<file path="config.mk">
export PLATFORM = sky130hd
export DESIGN_NAME = rsr_deserializer
export DESIGN_NICKNAME = d
export VERILOG_FILES = /design/src/rtl/rsr_deserializer.sv
export SDC_FILE = /design/constraint.sdc
export NUM_CORES = 1
export LEC_CHECK = 0
export CAP_MARGIN = 20
export CORE_MARGIN = 5
export CORE_UTILIZATION = 39
export CTS_CLUSTER_DIAMETER = 100
export CTS_CLUSTER_SIZE = 16
export DETAILED_ROUTE_END_ITERATION = 10
export PLACE_DENSITY = 0.69
export SKIP_CTS_REPAIR_TIMING = 1
export SLEW_MARGIN = 10
export SYNTH_ARGS = -nofsm -noshare
export SYNTH_HDL_FRONTEND = slang
export SYNTH_SLANG_ARGS = --single-unit
</file>
<file path="constraint.sdc">
create_clock -name clk -period 1.3 [get_ports clk]
set_clock_uncertainty 0.1 [all_clocks]
set_input_delay 0.26 -clock clk [delete_from_list [all_inputs] [get_ports clk]]
set_output_delay 0.26 -clock clk [all_outputs]
set_load 0.01 [all_outputs]
</file>
<file path="src/rtl/rsr_deserializer.sv">
// rsr_deserializer: serial-to-parallel capture stage behind the 4-bit rsr.
// Detects a start bit (1), shifts in WIDTH data bits LSB first and presents
// the word on a single-entry valid/ready output register with a sticky overrun
// flag. Define RSR_DESER_PARITY_EN to add a trailing even-parity bit, the PAR
// state, discard-on-failure and the sticky parity_err flag.
module rsr_deserializer #(
  parameter int WIDTH = 4
) (
  input  logic             clk,
  input  logic             rst,
  input  logic             ser_in,
  input  logic             ser_valid,
  output logic [WIDTH-1:0] dout,
  output logic             dout_valid,
  input  logic             dout_ready,
  output logic             overrun,
  output logic             parity_err,
  input  logic             err_clr,
  output logic             busy
);

  localparam int CNT_W = $clog2(WIDTH);
  localparam logic [CNT_W-1:0] CNT_LAST = CNT_W'(WIDTH - 1);

`ifdef RSR_DESER_PARITY_EN
  typedef enum logic [1:0] {S_IDLE, S_DATA, S_PAR} state_t;
`else
  typedef enum logic [0:0] {S_IDLE, S_DATA} state_t;
`endif

  state_t           state_q, state_d;
  logic [CNT_W-1:0] cnt_q, cnt_d;
  logic [WIDTH-1:0] acc_q, acc_d;
  logic [WIDTH-1:0] dout_q, dout_d;
  logic             dout_valid_q, dout_valid_d;
  logic             overrun_q, overrun_d;
  logic             commit;
  logic [WIDTH-1:0] commit_word;
  logic             overrun_set;
`ifdef RSR_DESER_PARITY_EN
  logic             parity_err_q, parity_err_d;
  logic             par_fail;
`endif

  // Receive FSM next state: start detect, data shifting, optional parity check.
  always_comb begin
    state_d     = state_q;
    cnt_d       = cnt_q;
    acc_d       = acc_q;
    commit      = 1'b0;
    commit_word = acc_q;
`ifdef RSR_DESER_PARITY_EN
    par_fail    = 1'b0;
`endif
    case (state_q)
      S_IDLE: begin
        // A 0 strobe is idle line; only a 1 starts a frame.
        if (ser_valid && ser_in) begin
          state_d = S_DATA;
          cnt_d   = '0;
          acc_d   = '0;
        end
      end
      S_DATA: begin
        if (ser_valid) begin
          // New bit enters at the MSB so the first data bit lands at bit 0.
          acc_d = {ser_in, acc_q[WIDTH-1:1]};
          if (cnt_q == CNT_LAST) begin
            cnt_d = '0;
`ifdef RSR_DESER_PARITY_EN
            state_d = S_PAR;
`else
            state_d     = S_IDLE;
            commit      = 1'b1;
            commit_word = {ser_in, acc_q[WIDTH-1:1]};
`endif
          end else begin
            cnt_d = cnt_q + CNT_W'(1);
          end
        end
      end
`ifdef RSR_DESER_PARITY_EN
      S_PAR: begin
        if (ser_valid) begin
          state_d = S_IDLE;
          // Even parity: data bits plus parity bit must XOR to 0.
          if (^{acc_q, ser_in}) par_fail = 1'b1;
          else                  commit   = 1'b1;
        end
      end
`endif
      default: state_d = S_IDLE;
    endcase
  end

  // Output register and sticky flags; a pop on the commit edge frees the slot.
  always_comb begin
    dout_d       = dout_q;
    dout_valid_d = dout_valid_q;
    overrun_set  = 1'b0;
    if (commit) begin
      if (!dout_valid_q || dout_ready) begin
        dout_d       = commit_word;
        dout_valid_d = 1'b1;
      end else begin
        overrun_set  = 1'b1;
      end
    end else if (dout_valid_q && dout_ready) begin
      dout_valid_d = 1'b0;
    end
    // Set has priority over a simultaneous clear.
    overrun_d = overrun_set | (overrun_q & ~err_clr);
`ifdef RSR_DESER_PARITY_EN
    parity_err_d = par_fail | (parity_err_q & ~err_clr);
`endif
  end

  // State registers with asynchronous active-low reset.
  always_ff @(posedge clk or negedge rst) begin
    if (!rst) begin
      state_q      <= S_IDLE;
      cnt_q        <= '0;
      acc_q        <= '0;
      dout_q       <= '0;
      dout_valid_q <= 1'b0;
      overrun_q    <= 1'b0;
`ifdef RSR_DESER_PARITY_EN
      parity_err_q <= 1'b0;
`endif
    end else begin
      state_q      <= state_d;
      cnt_q        <= cnt_d;
      acc_q        <= acc_d;
      dout_q       <= dout_d;
      dout_valid_q <= dout_valid_d;
      overrun_q    <= overrun_d;
`ifdef RSR_DESER_PARITY_EN
      parity_err_q <= parity_err_d;
`endif
    end
  end

  assign dout       = dout_q;
  assign dout_valid = dout_valid_q;
  assign overrun    = overrun_q;
  assign busy       = (state_q != S_IDLE);
`ifdef RSR_DESER_PARITY_EN
  assign parity_err = parity_err_q;
`else
  assign parity_err = 1'b0;
`endif

endmodule

</file>
---- After elaboration in Yosys (flattened, before gate mapping) ----
Cells that the tools add are included.
Widths: inputs -> output; s select.
word-level totals
  input bits .............................. 6
  word-level logic and storage cells ...... 45
  register bits after elaboration ......... 13
operators by class
  add/sub/neg operators ................... 1
  reduce and logical (&&, ||, !) cells .... 8
  multiplexer cells ....................... 22
  equal/unequal tests ..................... 4
  bitwise gates (word level) .............. 4
operators by type and width
  kind                 number
  $mux 4               5
  $mux 1               11
  $pmux 4 s2           1
  $mux 2               3
  $reduce_and 2->1     3
  $ne 2x2->1 const B   2
  $pmux 2 s2           1
  $add 2x1->2 const B  1
  $eq 2x2->1 const B   1
  $logic_and 1x1->1    2
  $ne 2x1->1 const B   1
  $not 1->1            2
  $pmux 1 s2           1
  $reduce_bool 2->1    1
  $and 1x1->1          1
  $logic_not 1->1      1
  $logic_or 1x1->1     1
  $or 1x1->1           1

---- Longest topological paths before layout ----
  depth in word-level cells ............... 6
  mapped depth ............................ 5

---- Least setup slack after synthesis ----
OpenSTA, ideal clock, no wires.
  path type ............................... flip-flop to flip-flop
  start point ............................. register state_q (netlist: busy)
  end point ............................... register dout_q[0] (netlist: dout[0])
  stages on the path, launching flop included .. 6
  library setup time ...................... 125 ps
  clock period less this slack ............ 1483 ps
  required time ........................... 1075 ps
  path slack .............................. -183 ps
  path buffers ............................ 2
  arrival time ............................ 1258 ps
  cells stage by stage .................... dfrtp_1 -> and2_1 -> buf_6 -> and3_4 -> buf_6 -> mux2_4
on the way
  longest elaborated chain between the ends .. 2
  elaborated cells on any way between the ends .. 3
  those cells by class .................... 2 x mux; 1 x reduce/logical
ends and longest elaborated chain
  what                        RTL line  RTL
  from (decl)                 31        state_t state_q, state_d;
  from (signal assigned)      131       state_q <= state_d;
  $mux 1                      55        case (state_q)
  $reduce_and 2->1 (no line)  --
  to (signal assigned)        134       dout_q <= dout_d;
  to (decl)                   34        logic [WIDTH-1:0] dout_q, dout_d;
Parallel ways exist; a longest one is shown, timed or not.
A chain may end at the register's enable or synchronous reset.

---- Worst setup path in the final report ----
  start point ............................. register state_q (netlist: busy)
  end point ............................... register dout_q[2] (netlist: dout[2])
Same word-level chain as after synthesis.

==> results.json <==
{
  "timing.final.crit_period_ns": 1.30,
  "p_leak_nw": 0.448,
  "hp-class": "in2async",
  "cts_tree": "done",
  "numCtsBuffers": 3,
  "yosysUniqueCellTypes": 16,
  "worstSetupPathType": "reg2reg",
  "clockBufferDepth": 2,
  "dr.pass1.iters": 2,
  "grtUsageTotal_pct": 9.86,
  "dp_cells": 65,
  "start_util_pct": 40.6,
  "synth_top_cell_area_share_pct": 57.6,
  "cts.sinks": 12,
  "dieArea_um2": 2170,
  "drt_iter0_markers": 3,
  "area_growth_pct": 43.2,
  "drcViolationCount": 0,
  "antenna_found_initial": 0,
  "pwr_density_cell_nw_per_um2": 2050,
  "port_buffers": 12,
  "grt_start_max_net_pins": 13,
  "critPathMaxFanout": 4,
  "status": "completed",
  "routed_via_density": 4.75,
  "synth_area_leaders": "dfrtp_1 58%, mux2_4 12%, a22o_2 7.7%",
  "drive_above_1_share_pct": 42.9,
  "ioPinCount": 14,
  "required_ns": 1.36,
  "synth_area_um2": 522,
  "root_buffer": "clkbuf_4",
  "ys_ff_latch": 12,
  "fillers": 96,
  "finalMaxSlewViolations": 0,
  "yosys_warnings": 0,
  "synth-main-ff-cell": "dfrtp_1",
  "yosysMostFrequentCell": "dfrtp_1",
  "die_h_um": 46.6,
  "async_flop_share_pct": 100,
  "place.gp.congestion": 0.806,
  "ys_seq_area_share_pct": 57.6,
  "final_cells": 71,
  "p_total_w": 0.00153,
  "cts.clk_slew.worst_paths_ns": 0.08,
  "setup_viol": 0,
  "grt-ovfl-total": 0,
  "num_vias": 337,
  "finalCritPeriodShare_pct": 99.8,
  "startpoint_type": "register",
  "wl_um": 952,
  "synth_top_area_cell": "dfrtp_1",
  "hold_viol_final": 0,
  "worstPathArrival_ns": 1.35,
  "dpl.hpwl_um": 697,
  "synthTopCellsByCount": "12 x dfrtp_1, 4 x a22o_2, 4 x mux2_4",
  "dieWidth_um": 46.6,
  "layout.nets": 64,
  "maxCapViolations": 0,
  "grt_pass1_wl_mm": 1.42,
  "rows": 13,
  "wl_per_cell_um": 13.4,
  "coreArea_um2": 1280,
  "grt_pass1_vias": 336,
  "h-tree-depth": 1,
  "syn-mean-instance-area_um2": 14.5,
  "synth_edf_count": 0,
  "rsz0062_at_grt": "yes",
  "n_antenna_cell": 0,
  "synth_fp_nets": 43,
  "clk_latency_ns": 0.27,
  "antenna_left": 0,
  "crit_path_end_kind": "register",
  "netlist_instances": 36,
  "fmax_ghz": 0.771,
  "vdd_drop_max_v": 0.000959
}
[sequential cells by signal, summed over array words and instances, names as in the netlist]
signal,flops
acc_q,3
busy,1
cnt_q,2
dout_valid,1
dout,4
overrun,1
[per-layer routing]
| layer | GRT usage [%] | share of wire, % |
|---|---|---|
| met3 | 3.91 | 8.2 |
| met4 | 6.82 | 0.63 |
| met2 | 15.4 | 49 |
| met5 | 0 | 0 |
| met1 | 10.8 | 42 |
[where the power goes]
part / internal [W] / leakage [nW] / total, W / switching, W
Sequential: 0.000525 / 0.151 / 0.000629 / 0.000104
Clock: 0.000170 / 0.0210 / 0.000291 / 0.000121
Combinational: 0.000405 / 0.276 / 0.000614 / 0.000208
[worst max-delay path: stages (launching register included)]
cell,delay [ns]
dfrtp_1,0.40
and2_4,0.16
and3_4,0.23
mux2_4,0.30
[layout make-up]
cell class / instances / area, µm² / share of cell area [%]
clock buffers: 4 / 36.3 / 4.86
multi-input cells: 20 / 193 / 25.8
flip-flops and latches: 12 / 300 / 40.2
inverters: 1 / 3.75 / 0.503
well taps: 15 / 18.8 / 2.51
repair buffers: 19 / 195 / 26.1
[per-stage QoR]
stage,hold WS (ns),TNS (ns),setup WS [ns],area [µm²],utilization [%]
floorplan,-0.136,-0.657,-0.164,522,-
global placement,0.388,-2.35,-0.314,668,52.0
detailed placement,0.390,-2.71,-0.347,668,52.0
CTS,0.174,-1.97,-0.298,704,54.8
global route,0.191,-0.145,-0.0388,747,58.1
finish,0.178,0,0.00260,747,58.1
[kinds of logic after synthesis]
group,count (synthesis),share of synthesized area [%]
AOI/OAI and AO/OA,8,11.8
adders and majority gates,1,2.40
buffers and inverters,4,6.47
DFF,12,57.6
muxes,5,13.7
other,1,0.719
and+or+nand+nor,5,7.43
[cell usage in the layout, fill, tap and decap left out, types with 2 or more instances in the layout]
master and count:
nand2_1 2, a21oi_1 2, a22o_2 4, dfrtp_1 12
clkbuf_4 3, clkdlybuf4s50_1 3, buf_4 7, dlymetal6s2s_1 9
mux2_4 4
[path summary, 6_finish.rpt]
| check | start | end | slack, ns | cells past startpoint |
|---|---|---|---|---|
| setup / recovery | busy$_DFF_PN0_ | dout[2]$_DFFE_PN0P_ | 0.003 | 3 |
| hold / removal | rst | dout_valid$_DFFE_PN0P_ | 0.18 | 2 |
| setup reg to reg | busy$_DFF_PN0_ | dout[2]$_DFFE_PN0P_ | 0.003 | 3 |
| hold reg to reg | acc_q[1]$_DFFE_PN0P_ | acc_q[1]$_DFFE_PN0P_ | 0.41 | 1 |
| max in group asynchronous | rst | dout[1]$_DFFE_PN0P_ | 0.77 | 2 |
| min in group clk | dout_ready | dout_valid$_DFFE_PN0P_ | 0.18 | 3 |
No activity file was read; power rests on OpenSTA's default activity.
